$ cat config.mk
export PLATFORM = sky130hd
export DESIGN_NAME = draw_background_cfg
export DESIGN_NICKNAME = d
export VERILOG_FILES = /design/src/rtl/draw_background_cfg.sv
export SDC_FILE = /design/constraint.sdc
export NUM_CORES = 1
export LEC_CHECK = 0
export ABC_CLOCK_PERIOD_IN_PS = 1300
export BUFFER_PORTS_ARGS = -buffer_cell sky130_fd_sc_hd__buf_2
export CAP_MARGIN = 20
export CORE_AREA = 4 4 97 99
export DETAILED_ROUTE_END_ITERATION = 10
export DIE_AREA = 0 0 101 103
export GPL_TIMING_DRIVEN = 0
export PLACE_DENSITY_LB_ADDON = 0.05
export SYNTH_ARGS = -nofsm -noshare
export SYNTH_HDL_FRONTEND = slang
export SYNTH_SLANG_ARGS = --single-unit
$ cat constraint.sdc
create_clock -name clk -period 1.3 [get_ports clk]
set_input_delay 0.13 -clock clk [delete_from_list [all_inputs] [get_ports clk]]
set_output_delay 0.13 -clock clk [all_outputs]
set_load 0.05 [all_outputs]
$ cat src/rtl/draw_background_cfg.sv
// draw_background_cfg: background/border pixel generator with frame-synchronous reconfiguration
// Timing signals ride a LATENCY-deep pipeline alongside the computed colour.
module draw_background_cfg #(
    parameter int          H_ACTIVE       = 800,
    parameter int          V_ACTIVE       = 600,
    parameter int          BORDER_W       = 1,
    parameter int          LATENCY        = 1,
    parameter int          BLINK_FRAMES   = 30,
    parameter logic [11:0] BG_DEFAULT     = 12'h888,
    parameter logic [11:0] BORDER_DEFAULT = 12'hFFF
) (
    input  logic        clk,
    input  logic        rst_n,
    input  logic [10:0] hcount_in,
    input  logic [10:0] vcount_in,
    input  logic        hsync_in,
    input  logic        hblnk_in,
    input  logic        vsync_in,
    input  logic        vblnk_in,
    input  logic        cfg_valid,
    output logic        cfg_ready,
    input  logic [11:0] cfg_bg_rgb,
    input  logic [11:0] cfg_border_rgb,
    input  logic        cfg_blink,
    output logic [10:0] hcount_out,
    output logic [10:0] vcount_out,
    output logic        hsync_out,
    output logic        hblnk_out,
    output logic        vsync_out,
    output logic        vblnk_out,
    output logic [11:0] rgb_out
);
    localparam int          FW    = $clog2(BLINK_FRAMES) + 1;
    localparam logic [10:0] BW    = 11'(BORDER_W);
    localparam logic [10:0] H_LIM = 11'(H_ACTIVE - BORDER_W);
    localparam logic [10:0] V_LIM = 11'(V_ACTIVE - BORDER_W);

    typedef struct packed {
        logic [10:0] hcount;
        logic [10:0] vcount;
        logic        hsync;
        logic        hblnk;
        logic        vsync;
        logic        vblnk;
        logic [11:0] rgb;
    } stage_t;

    stage_t          pipe_q [LATENCY];
    stage_t          s0_d;
    logic [11:0]     bg_q, border_q, pbg_q, pborder_q;
    logic            blink_q, pblink_q, full_q, phase_q, vblnk_q;
    logic [FW-1:0]   cnt_q;
    logic            in_border, fb, accept, commit;

    always_comb begin
        in_border = vcount_in < BW || vcount_in >= V_LIM || hcount_in < BW || hcount_in >= H_LIM;
        s0_d = '{hcount_in, vcount_in, hsync_in, hblnk_in, vsync_in, vblnk_in,
                 (hblnk_in | vblnk_in) ? 12'h000 :
                 (in_border && !(blink_q && phase_q)) ? border_q : bg_q};
        fb     = vblnk_in & ~vblnk_q;
        accept = cfg_valid & ~full_q;
        // full_q is sampled before this edge, so a word accepted at an fb waits for the next one
        commit = fb & full_q;
    end

    always_ff @(posedge clk) begin
        if (!rst_n) begin
            pipe_q    <= '{default: '0};
            bg_q      <= BG_DEFAULT;
            border_q  <= BORDER_DEFAULT;
            blink_q   <= 1'b0;
            pbg_q     <= '0;
            pborder_q <= '0;
            pblink_q  <= 1'b0;
            full_q    <= 1'b0;
            cnt_q     <= '0;
            phase_q   <= 1'b0;
            vblnk_q   <= 1'b0;
        end else begin
            pipe_q[0] <= s0_d;
            for (int i = 1; i < LATENCY; i++) pipe_q[i] <= pipe_q[i-1];
            vblnk_q <= vblnk_in;
            if (accept) begin
                full_q    <= 1'b1;
                pbg_q     <= cfg_bg_rgb;
                pborder_q <= cfg_border_rgb;
                pblink_q  <= cfg_blink;
            end
            if (commit) begin
                bg_q     <= pbg_q;
                border_q <= pborder_q;
                blink_q  <= pblink_q;
                full_q   <= 1'b0;
                cnt_q    <= '0;
                phase_q  <= 1'b0;
            end else if (fb) begin
                if (cnt_q == FW'(BLINK_FRAMES - 1)) begin
                    cnt_q   <= '0;
                    phase_q <= ~phase_q;
                end else begin
                    cnt_q <= cnt_q + 1'b1;
                end
            end
        end
    end

    assign cfg_ready  = ~full_q;
    assign hcount_out = pipe_q[LATENCY-1].hcount;
    assign vcount_out = pipe_q[LATENCY-1].vcount;
    assign hsync_out  = pipe_q[LATENCY-1].hsync;
    assign hblnk_out  = pipe_q[LATENCY-1].hblnk;
    assign vsync_out  = pipe_q[LATENCY-1].vsync;
    assign vblnk_out  = pipe_q[LATENCY-1].vblnk;
    assign rgb_out    = pipe_q[LATENCY-1].rgb;
endmodule

== Word-level counts from Yosys, hierarchy flattened ==
Cells that the tools add are included.

* $add $sub $neg: 1
* Mux-type cells: 2
* Bitwise gates (word level): 8
* Equal/unequal tests: 1
* Reductions and logical operators: 9
* Order comparisons: 4

{| class="wikitable"
|+ Operator list
! cell !! count
|-
| greater-or-equal comparator 11 x 10 -> 1 bit (second input constant) || 2
|-
| < comparator 11 x 1 -> 1 bit (second input constant) || 2
|-
| 2-to-1 mux 12 bit || 1
|-
| adder 6 x 1 -> 6 bit (second input constant) || 1
|-
| == test 6 x 5 -> 1 bit (second input constant) || 1
|-
| 2-to-1 mux 6 bit || 1
|-
| NOT 1 bit || 4
|-
| OR reduction 2 bit || 2
|-
| AND 1 bit || 3
|-
| logical OR 1 bit || 3
|-
| logical AND 1 bit || 2
|-
| AND reduction 2 bit || 1
|-
| zero test 1 bit || 1
|-
| OR 1 bit || 1
|}

* Output and inout bits: 39
* Bits in registers: 96
* Input port bits: 54

== Logic depth before layout (Yosys ltp) ==
Gate-level depths: netlist (run 1).

* Word-level depth: 6
* Depth in mapped cells: 7
* Depth with buffers taken out: 7

== Worst setup path before layout (run 1) ==
Ideal clock, no wire load.

* Kind: flip-flop to flip-flop
* Start point: register vblnk_q
* End point: register bg_q[3]
* Cell stages (with the launch flop): 8
* Setup slack: -280 ps
* Path buffers: 3
* Required time: 1163 ps
* Arrival time: 1443 ps
* Period minus slack after synthesis: 1580 ps
* Path through: dfxtp_1 nor2b_1 buf_2 and2_1 buf_2 buf_2 nand2_1 nand3_1

* Cells in the longest elaborated chain, start to end: 3

{| class="wikitable"
|+ Ends and longest elaborated chain
! element !! RTL line !! RTL
|-
| from (decl) || 51 || <nowiki>logic blink_q, pblink_q, full_q, phase_q, vblnk_q;</nowiki>
|-
| from (signal assigned) || 82 || <nowiki>vblnk_q <= vblnk_in;</nowiki>
|-
| NOT 1 bit || 60 || <nowiki>fb = vblnk_in & ~vblnk_q;</nowiki>
|-
| AND 1 bit || 60 ||
|-
| AND 1 bit || 63 || <nowiki>commit = fb & full_q;</nowiki>
|-
| to (signal assigned) || 90 || <nowiki>bg_q <= pbg_q;</nowiki>
|-
| to (decl) || 50 || <nowiki>logic [11:0] bg_q, border_q, pbg_q, pborder_q;</nowiki>
|}

No other way between the ends.
A chain may end at the register's enable or synchronous reset.

== Worst setup path in the final report (run 1) ==
* Start point: register cnt_q[1]
* End point: register phase_q

* Cells in the longest elaborated chain, start to end: 2

{| class="wikitable"
|+ Ends and longest elaborated chain
! element !! RTL line !! RTL
|-
| from (decl) || 52 || <nowiki>logic [FW-1:0] cnt_q;</nowiki>
|-
| from (signal assigned) || 101 || <nowiki>cnt_q <= cnt_q + 1'b1;</nowiki>
|-
| == test 6 x 5 -> 1 bit || 97 || <nowiki>if (cnt_q == FW'(BLINK_FRAMES - 1)) begin</nowiki>
|-
| AND reduction 2 bit (no line) || - ||
|-
| to (signal assigned) || 99 || <nowiki>phase_q <= ~phase_q;</nowiki>
|-
| to (decl) || 51 ||
|}

No other way between the ends.

==> flow_metrics.py, run 1 <==
metrics = {
    "place": {
        "placement.cell_area_um2": 3990,
        "dp_hpwl_um": 5730,
        "gpl.final_weighted_congestion": 0.737,
        "place.port_buffers": 92,
    },
    "yosys": {
        "synth-async-reset-ratio": 0,
        "yosys.area_share.simple": 0.243,
        "syn_inst": 365,
        "post_synth_num_cell_types": 36,
        "share_of_the_synthesized_area_in_compound_gates_ao_oa_aoi_oai": 0.137,
        "synth.area.mux_share": 0,
        "ys_seq_elements": 96,
        "syn_area_um2": 3360,
        "ys_seq_area_frac": 0.572,
        "synthesized_area_divided_by_synthesized_cell_count_um2": 9.21,
        "synth_fa_ha_area_frac": 0.00744,
        "synthXorXnorAreaFrac": 0.0104,
        "dominantRegCellSynth": "dfxtp_1",
        "yosys_warns": 0,
        "synth-edff-count": 0,
        "synth_top_family_by_area": "simple AND/OR/NAND/NOR gates",
        "synthesized_nets": 421,
    },
    "final_layout": {
        "finish.instance_area_um2": 4610,
        "layout.area.seq_um2": 1930,
        "fillers": 844,
        "postLayoutCoreUtil": 0.539,
        "proportion_of_layout_cells_with_a_drive_suffix_above_1": 0.311,
        "nNetsFinal": 553,
        "insertedDiodeCount": 0,
        "multi_input_area_um2": 1420,
        "area_delta_synth_final_pct": 37.1,
    },
    "timing": {
        "unrepaired_setup_endpoints_after_global_routing": "true",
        "final_max_slew_viol_count": 0,
        "final_min_period_over_clock_period": 0.995,
        "final_critical_path_time_including_i_o_delays_and_setup_ns": 1.29,
        "skew_ns": 0.0125,
        "report.final.setup_viol": 0,
        "worst_slew_margin_rel": 0.676,
        "timing_hold_violations_final": 0,
        "holdWs_ns": 0.00992,
        "achievable-frequency_ghz": 0.773,
        "timing_worst_slew_pin_value_ns": 0.486,
    },
    "floorplanning": {
        "core.rowCount": 34,
        "area_of_the_die_um2": 10400,
        "floorplan.initialDensity": 0.393,
        "boundaryPins": 93,
        "die-width_um": 101,
        "floorplan.core_area_um2": 8550,
        "die_y_um": 103,
    },
    "detailed_routing": {
        "drt_pass1_iterations": 6,
        "drt_drc_violations_left": 0,
        "final_antenna_net_count": 0,
        "initial_drc_count": 78,
        "drt-total-wl_um": 8030,
        "dr_total_vias": 2793,
        "drt-vias-per-instance": 4.58,
        "wl_per_cell_um": 13.2,
    },
    "setup_path": {
        "worst_path_dominant_cell_family": "flip-flops",
        "critPathRequiredTime_ns": 1.55,
        "criticalPathCategory": "flip-flop to flip-flop",
        "critical_path_arrival_ns": 1.55,
        "critical-path-slowest-cell": "dfxtp_2",
        "timing.critical_path.from_type": "flip-flop",
        "max_stage_delay_ns": 0.33,
        "worstSetupEndpointType": "flip-flop",
        "reg2reg_depth": 8,
        "timing.rr.end": "phase_q$_SDFFE_PP0P_",
        "worst-r2r-setup-slack_ns": 0.006,
        "worst-path-max-fanout": 2,
        "critical_path_buf_inv_count": 2,
        "reg2reg_from": "cnt_q[1]$_SDFFE_PP0P_",
        "crit_path_cell_trace": "inv_2 > ha_4 > nand4_1 > nor2_2 > o21ai_2 > buf_4 > a32oi_1 > nor2b_1",
    },
    "pwr": {
        "power.density_cell_area_nw_per_um2": 1340,
        "fin_total_pwr_mw": 6.19,
        "standby_leakage_power_nw": 2.05,
        "ir_drop_mv": 0.636,
    },
    "min_path": {
        "min_path_cells": 2,
        "hp-class": "input pin to flip-flop",
        "min_to": "hcount_out[5]$_SDFF_PN0_",
        "hold_start": "hcount_in[5]",
    },
    "clocking": {
        "clkSlewWorstSetupHoldPaths_ns": 0.09,
        "worst_skew_pair.late_latency_ns": 0.35,
        "clockRootBuffer": "clkbuf_8",
        "cts_tree": "built",
        "h-tree-depth": 3,
        "clock_path_buffers": 2,
        "cts_sink_cnt": 96,
        "cts_inserted_buffers": 9,
    },
    "global_routing": {
        "gr_ovfl_total": 0,
        "grt_first_pass_wirelength_um": 12900,
        "antenna_found_initial": 0,
        "maximum_number_of_pins_on_one_net_before_global_route_repair": 16,
        "grt_use_total": 0.158,
        "via_count_of_the_first_global_routing_pass": 2739,
    },
    "run_status": {
        "run_status": "completed",
    },
    "flow_run": {
        "max_cap_viols": 0,
    },
}
==> cell families (layout without fill, tap and decap cells) <==
group,count (synthesis),after routing
simple gates,180,180
buf+inv,23,160
xor+xnor,4,4
compound gates,60,60
fa+ha+maj,2,2
flops,96,96
==> per-stage QoR <==
| stage | worst slack (ns) | instances | TNS (ns) |
|---|---|---|---|
| finish | 0.00612 | 610 | 0 |
| global route | -0.0989 | 610 | -0.327 |
| CTS | 0.00630 | 606 | 0 |
| detailed placement | -0.365 | 565 | -8.68 |
| global placement | -0.385 | 565 | -8.74 |
| floorplan | 0.00140 | 365 | 0 |
==> how the worst max path moves through the flow <==
stage | start | endpoint | slack [ns] | cells after the start
after floorplan | hcount_in[9] | rgb_out[10]$_SDFF_PP0_ | 0.001 | 6
after global placement | hcount_in[7] | rgb_out[4]$_SDFF_PP0_ | -0.38 | 7
after detailed placement | hcount_in[7] | rgb_out[4]$_SDFF_PP0_ | -0.37 | 7
after CTS | cnt_q[1]$_SDFFE_PP0P_ | cnt_q[1]$_SDFFE_PP0P_ | 0.006 | 7
after global routing | cnt_q[1]$_SDFFE_PP0P_ | phase_q$_SDFFE_PP0P_ | -0.1 | 8
final | cnt_q[1]$_SDFFE_PP0P_ | phase_q$_SDFFE_PP0P_ | 0.006 | 8
==> where the power goes <==
group | total (mW) | leakage [nW] | switching, mW | internal [mW]
combinational | 0.842 | 1.14 | 0.511 | 0.331
clock | 2.19 | 0.117 | 0.996 | 1.19
sequential | 3.15 | 0.791 | 0.0669 | 3.09
total | 6.19 | 2.05 | 1.57 | 4.61
==> cell type report <==
| cell class | count | share of cell area |
|---|---|---|
| clock buffer | 12 | 0.0337 |
| tap | 108 | 0.0293 |
| clock inverter | 4 | 0.0160 |
| timing repair buffer | 123 | 0.163 |
| buffer | 19 | 0.0280 |
| inverter | 2 | 0.00163 |
| sequential | 96 | 0.419 |
| multi-input combinational | 246 | 0.309 |
==> Yosys cell counts (all sizes together) (2+ instances only) <==
master  instances  share of area
a22o           12          0.031
a32oi           2         0.0052
buf             6          0.012
inv             2         0.0022
and3            2         0.0041
nand2         108           0.12
dfxtp          96           0.57
nor2b           3         0.0056
xor2            3         0.0078
nor2           10          0.011
nand4           4         0.0074
clkbuf         15          0.017
a21boi         35          0.078
nor4            3         0.0056
ha              2         0.0074
and2           27          0.050
o21ai           5         0.0074
nor3            2         0.0045
nand3          17          0.025
==> placed cells by master, fill, tap and decap left out, types with 3 or more instances in the layout <==
master	Yosys	routed
nand2_1	108	102
dfxtp_1	96	92
buf_2	4	92
a21boi_1	35	35
and2_1	27	26
dlygate4sd3_1	0	19
nand3_1	17	17
buf_4	1	12
a22o_1	12	12
clkbuf_8	0	11
clkbuf_1	15	9
nor2_1	10	7
nand2_2	0	6
buf_6	1	5
nand4_1	4	4
clkbuf_4	0	4
xor2_1	3	3
==> sequential cells by signal, indices dropped and copies added (netlist names), 6 cells and up <==
name,count
pborder_q,12
rgb_out,12
bg_q,12
cnt_q,6
pbg_q,12
border_q,12
vcount_out,11
hcount_out,11
==> metal layers <==
metal | wire (um) | GRT usage | part of all wire
met1 | 3930 | 0.215 | 0.49
met2 | 3430 | 0.248 | 0.43
met3 | 537 | 0.0352 | 0.067
met4 | 126 | 0.0583 | 0.016
met5 | 0 | 0 | 0
==> timing repair <==
action                                 CTS  global route
buffers inserted                         5             6
hold buffers                            19             0
pin swaps                                2            14
endpoints found under the hold margin   19             0
gates cloned                             1             0
setup endpoints to repair               46            55
resized for setup                       18            27
(Power assumes the default switching activity.)
==> inputs of run 2 (changes only) <==
--- a/config.mk
+++ b/config.mk
@@ -6,13 +6,14 @@
 export NUM_CORES = 1
 export LEC_CHECK = 0
 export ABC_CLOCK_PERIOD_IN_PS = 1300
-export BUFFER_PORTS_ARGS = -buffer_cell sky130_fd_sc_hd__buf_2
 export CAP_MARGIN = 20
 export CORE_AREA = 4 4 97 99
 export DETAILED_ROUTE_END_ITERATION = 10
 export DIE_AREA = 0 0 101 103
+export DONT_BUFFER_PORTS = 1
 export GPL_TIMING_DRIVEN = 0
 export PLACE_DENSITY_LB_ADDON = 0.05
+export REMOVE_ABC_BUFFERS = 1
 export SYNTH_ARGS = -nofsm -noshare
 export SYNTH_HDL_FRONTEND = slang
 export SYNTH_SLANG_ARGS = --single-unit
==> flow_metrics.py, run 2 (synthesis gave the netlist of run 1 again) <==
metrics = {
    "run_status": {
        "run_status": "completed",
    },
    "final_layout": {
        "insertedDiodeCount": 0,
        "layout_common_cells": "nand2_1 (105), dfxtp_1 (92), dlygate4sd3_1 (78)",
        "area_delta_synth_final_pct": 37.2,
        "layout.area.seq_um2": 1930,
        "fillers": 827,
        "nNetsFinal": 500,
        "proportion_of_layout_cells_with_a_drive_suffix_above_1": 0.116,
        "postLayoutCoreUtil": 0.539,
        "finish.cell_count_without_fillers": 557,
        "multi_input_area_um2": 1440,
        "finish.instance_area_um2": 4610,
        "layout.cells.most_common": "nand2_1",
    },
    "timing": {
        "timing_worst_slew_pin_value_ns": 0.504,
        "skew_ns": 0.0147,
        "final_max_slew_viol_count": 0,
        "final_min_period_over_clock_period": 0.995,
        "report.final.setup_viol": 0,
        "finalSetupTns_ns": 0,
        "achievable-frequency_ghz": 0.773,
        "timing_hold_violations_final": 0,
        "unrepaired_setup_endpoints_after_global_routing": "true",
        "worst_slew_margin_rel": 0.663,
        "final_critical_path_time_including_i_o_delays_and_setup_ns": 1.29,
    },
    "detailed_routing": {
        "final_antenna_net_count": 0,
        "drt_pass1_iterations": 4,
        "drt_drc_violations_left": 0,
        "initial_drc_count": 47,
        "drt-vias-per-instance": 4.80,
        "drt-total-wl_um": 7960,
        "wl_per_cell_um": 14.3,
        "dr_total_vias": 2675,
    },
    "floorplanning": {
        "floorplan.initialDensity": 0.393,
        "floorplan.core_area_um2": 8550,
        "die_y_um": 103,
        "area_of_the_die_um2": 10400,
        "die-width_um": 101,
        "core.rowCount": 34,
        "boundaryPins": 93,
    },
    "setup_path": {
        "critPathRequiredTime_ns": 1.56,
        "crit_path_cell_trace": "nor2b_4 > buf_4 > buf_4 > nand4_1 > xor2_1 > nor2_2",
        "critical-path-top-cell-by-count": "buf_4",
        "critical-path-slowest-cell": "dfxtp_4",
        "worst-path-max-fanout": 6,
        "critical_path_arrival_ns": 1.55,
        "timing.critical_path.from_type": "flip-flop",
        "worstSetupEndpointType": "flip-flop",
        "criticalPathCategory": "flip-flop to flip-flop",
        "max_stage_delay_ns": 0.42,
    },
    "pwr": {
        "power.density_cell_area_nw_per_um2": 1250,
        "standby_leakage_power_nw": 1.85,
        "ir_drop_mv": 0.468,
    },
    "place": {
        "place.port_buffers": 0,
        "gpl.final_weighted_congestion": 0.767,
        "place.detailed.instances": 453,
        "placement.cell_area_um2": 3430,
        "dp_hpwl_um": 4420,
    },
    "clocking": {
        "h-tree-depth": 3,
        "cts_sink_cnt": 96,
        "worst_skew_pair.late_latency_ns": 0.36,
        "cts_tree": "built",
        "cts_inserted_buffers": 9,
        "clkSlewWorstSetupHoldPaths_ns": 0.09,
        "clock_path_buffers": 2,
        "clockRootBuffer": "clkbuf_8",
    },
    "global_routing": {
        "antenna_found_initial": 0,
        "gr_ovfl_total": 0,
        "grt_first_pass_wirelength_um": 12800,
        "grt_use_total": 0.158,
        "maximum_number_of_pins_on_one_net_before_global_route_repair": 54,
        "via_count_of_the_first_global_routing_pass": 2650,
    },
    "min_path": {
        "hp-class": "input pin to flip-flop",
    },
    "flow_run": {
        "max_cap_viols": 0,
    },
}
## run 2: through the flow
stage	hold slack, ns	setup WS [ns]	total power, mW
2_1_floorplan	0.202	-0.499	3.66
4_1_cts	0.0425	0.00477	5.83
6_report	0.0550	0.00655	5.76
3_5_place_dp	0.213	-1.03	3.74
5_1_grt	0.0436	-0.0400	6.05
3_3_place_gp	0.210	-1.05	3.73
## run 2: final cells by class
cell class / count / area share
clock buffers: 11 / 0.0307
clock inverters: 5 / 0.00868
inverters: 2 / 0.00163
multi-input cells: 246 / 0.311
flip-flops and latches: 96 / 0.419
well taps: 108 / 0.0293
repair buffers: 89 / 0.200
## run 2: where the power goes
| part | internal (mW) | leakage [nW] | total, mW | switching [mW] |
|---|---|---|---|---|
| Combinational | 0.340 | 0.978 | 0.585 | 0.245 |
| Sequential | 3.09 | 0.791 | 3.37 | 0.283 |
| Clock | 0.759 | 0.0822 | 1.80 | 1.05 |
| Total | 4.19 | 1.85 | 5.76 | 1.57 |
## run 2: path summary, 6_finish.rpt
path,start,endpoint,slack [ns],depth (start not counted)
max reg2reg,vblnk_q$_SDFF_PN0_,cnt_q[4]$_SDFFE_PP0P_,0.007,6
min reg2reg,pbg_q[5]$_SDFFE_PN0P_,bg_q[5]$_SDFFE_PN0P_,0.45,2
max,vblnk_q$_SDFF_PN0_,cnt_q[4]$_SDFFE_PP0P_,0.007,6
min,rst_n,bg_q[11]$_SDFFE_PN1P_,0.05,2
## run 2: repair_timing
item / 4_1_cts / 5_1_grt
pin swaps: 3 / 2
resized for setup: 19 / 10
hold endpoints to repair: 80 / 0
hold buffers: 79 / 0
endpoints found under the setup margin: 70 / 57
buffers inserted: 6 / 3
## run 2: worst max-delay path: cells and delay by family (launching register included)
kind                   cells  cell delay [ns]
XOR/XNOR                   1             0.18
buffers and inverters      2             0.27
flip-flops                 1             0.42
AND/OR/NAND/NOR            3             0.32
## run 2: layer usage
layer | up-vias | track usage | share of wire
li1 | 1370 | - | -
met4 | 0 | 0.0634 | 0.015
met3 | 11 | 0.0426 | 0.068
met2 | 72 | 0.282 | 0.51
met1 | 1222 | 0.179 | 0.41
met5 | - | 0 | 0
==> inputs of run 3 (changes only) <==
--- a/config.mk
+++ b/config.mk
@@ -13,7 +13,7 @@
 export DONT_BUFFER_PORTS = 1
 export GPL_TIMING_DRIVEN = 0
 export PLACE_DENSITY_LB_ADDON = 0.05
-export REMOVE_ABC_BUFFERS = 1
+export SETUP_SLACK_MARGIN = 0.4
 export SYNTH_ARGS = -nofsm -noshare
 export SYNTH_HDL_FRONTEND = slang
 export SYNTH_SLANG_ARGS = --single-unit
==> flow_metrics.py, run 3 (synthesis gave the netlist of run 1 again) <==
metrics = {
    "run_status": {
        "run_status": "finished with violations",
        "violations_in_the_final_reports": "setup timing",
    },
    "global_routing": {
        "gr_ovfl_total": 0,
        "via_count_of_the_first_global_routing_pass": 2647,
        "grt_first_pass_wirelength_um": 13400,
        "grt_use_total": 0.169,
        "maximum_number_of_pins_on_one_net_before_global_route_repair": 17,
        "antenna_found_initial": 0,
    },
    "timing": {
        "final_min_period_over_clock_period": 1.07,
        "final_critical_path_time_including_i_o_delays_and_setup_ns": 1.39,
        "final_max_slew_viol_count": 0,
        "unrepaired_setup_endpoints_after_global_routing": "true",
        "timing_worst_slew_pin_value_ns": 0.572,
        "layout_setup_ws_ns": -0.0950,
        "skew_ns": 0.00877,
        "report.final.setup_viol": 24,
        "worst_slew_margin_rel": 0.619,
        "timing_hold_violations_final": 0,
        "achievable-frequency_ghz": 0.717,
    },
    "pwr": {
        "combinationalPowerShare": 0.123,
        "power.density_cell_area_nw_per_um2": 1170,
        "internal-power_mw": 4.22,
        "clock_network_fraction_of_design_power": 0.310,
        "standby_leakage_power_nw": 2.03,
        "fin_total_pwr_mw": 5.92,
        "power.share.switching": 0.288,
        "ir_drop_mv": 0.477,
        "switching_power_mw": 1.70,
        "seq_power_share": 0.567,
    },
    "clocking": {
        "clockRootBuffer": "clkbuf_8",
        "cts_inserted_buffers": 9,
        "cts_sink_cnt": 96,
        "cts_tree": "built",
        "h-tree-depth": 3,
        "clock_path_buffers": 2,
        "clkSlewWorstSetupHoldPaths_ns": 0.10,
        "worst_skew_pair.late_latency_ns": 0.36,
    },
    "floorplanning": {
        "boundaryPins": 93,
        "area_of_the_die_um2": 10400,
        "die-width_um": 101,
        "die_y_um": 103,
        "floorplan.core_area_um2": 8550,
        "floorplan.initialDensity": 0.393,
        "core.rowCount": 34,
    },
    "final_layout": {
        "nNetsFinal": 504,
        "layout.cells.most_common": "nand2_1",
        "proportion_of_layout_cells_with_a_drive_suffix_above_1": 0.371,
        "finish.instance_area_um2": 5060,
        "area_delta_synth_final_pct": 50.5,
        "insertedDiodeCount": 0,
        "layout_common_cells": "nand2_1 (64), dfxtp_1 (53), dlygate4sd3_1 (52)",
    },
    "setup_path": {
        "criticalPathCategory": "flip-flop to flip-flop",
        "reg2reg_from": "vblnk_q$_SDFF_PN0_",
        "reg2reg_depth": 7,
        "critical-path-slowest-cell": "dfxtp_4",
        "worstSetupEndpointType": "flip-flop",
        "worst-r2r-setup-slack_ns": -0.09,
        "worst-path-max-fanout": 6,
        "timing.rr.end": "border_q[0]$_SDFFE_PN1P_",
        "crit_path_cell_trace": "nor2b_1 > buf_4 > and2_4 > buf_8 > clkbuf_16 > nand2_2 > nand3_2",
        "max_stage_delay_ns": 0.45,
        "timing.critical_path.from_type": "flip-flop",
        "critical_path_arrival_ns": 1.61,
        "critPathRequiredTime_ns": 1.52,
        "worst_path_dominant_cell_family": "flip-flops",
        "critical_path_buf_inv_count": 3,
    },
    "place": {
        "dp_hpwl_um": 5600,
        "placement.cell_area_um2": 3600,
        "place.port_buffers": 0,
        "gpl.final_weighted_congestion": 0.734,
    },
    "min_path": {
        "min_to": "vcount_out[9]$_SDFF_PN0_",
        "hold_start": "rst_n",
        "hp-class": "input pin to flip-flop",
        "min_path_cells": 2,
    },
    "detailed_routing": {
        "dr_total_vias": 2756,
        "initial_drc_count": 57,
        "drt-vias-per-instance": 4.91,
        "drt_pass1_iterations": 5,
        "drt-total-wl_um": 8890,
        "drt_drc_violations_left": 0,
        "final_antenna_net_count": 0,
        "wl_per_cell_um": 15.9,
    },
    "flow_run": {
        "max_cap_viols": 0,
    },
}
[run 3: worst max path at each step]
stage                        from                       end  cells after the start
2_1_floorplan  vblnk_q$_SDFF_PN0_     cnt_q[5]$_SDFFE_PP0P_                      5
3_3_place_gp         hcount_in[7]     rgb_out[1]$_SDFF_PP0_                      6
3_5_place_dp         hcount_in[7]     rgb_out[1]$_SDFF_PP0_                      6
4_1_cts        vblnk_q$_SDFF_PN0_     bg_q[11]$_SDFFE_PN1P_                      7
5_1_grt        vblnk_q$_SDFF_PN0_  border_q[0]$_SDFFE_PN1P_                      7
6_report       vblnk_q$_SDFF_PN0_  border_q[0]$_SDFFE_PN1P_                      7
[run 3: layer usage]
| metal | track usage | share of wire | vias up |
|---|---|---|---|
| met5 | 0 | 0 | - |
| met4 | 0.0777 | 0.020 | 0 |
| met3 | 0.0413 | 0.065 | 14 |
| met2 | 0.268 | 0.46 | 84 |
| met1 | 0.218 | 0.45 | 1280 |
| li1 | - | - | 1378 |
[run 3: area by class of cell]
class | count | area (um2)
Inverter | 2 | 15.0
Fill cell | 755 | 3490
Multi-Input combinational cell | 246 | 1670
Clock buffer | 10 | 138
Clock inverter | 6 | 42.5
Sequential cell | 96 | 2080
Tap cell | 108 | 135
Timing Repair Buffer | 72 | 777
Buffer | 21 | 206
[run 3: worst register-to-register path, stage by stage, from the launching register on]
cell       delay, ns
dfxtp_4         0.45
nor2b_1         0.07
buf_4           0.16
and2_4          0.16
buf_8           0.13
clkbuf_16       0.15
nand2_2         0.06
nand3_2         0.07
[run 3: repair_timing]
action                     4_1_cts  5_1_grt
hold buffers                    52        0
cloned                           1        5
buffers inserted                 8        6
resized for setup               94       91
setup endpoints to repair      109      109
pin swaps                       13       31
hold endpoints to repair        52        0
[run 3: metrics by stage]
step,cells,setup WS [ns],TNS (ns),util,hold slack (ns)
floorplan,365,0.0156,0,-,0.251
global placement,473,-0.240,-5.72,0.422,0.253
detailed placement,473,-0.259,-5.59,0.422,0.255
CTS,550,-0.0722,-0.891,0.536,0.132
global route,561,-0.139,-2.97,0.592,0.167
finish,561,-0.0950,-1.19,0.592,0.166
[run 3: power by group through the flow]
stage | sequential (mW) | combinational [mW] | clock [mW]
2_1_floorplan | 3.43 | 0.308 | 0
3_3_place_gp | 3.45 | 0.387 | 0
3_5_place_dp | 3.45 | 0.391 | 0
4_1_cts | 3.35 | 0.556 | 1.88
5_1_grt | 3.38 | 0.795 | 2.00
6_report | 3.36 | 0.729 | 1.84
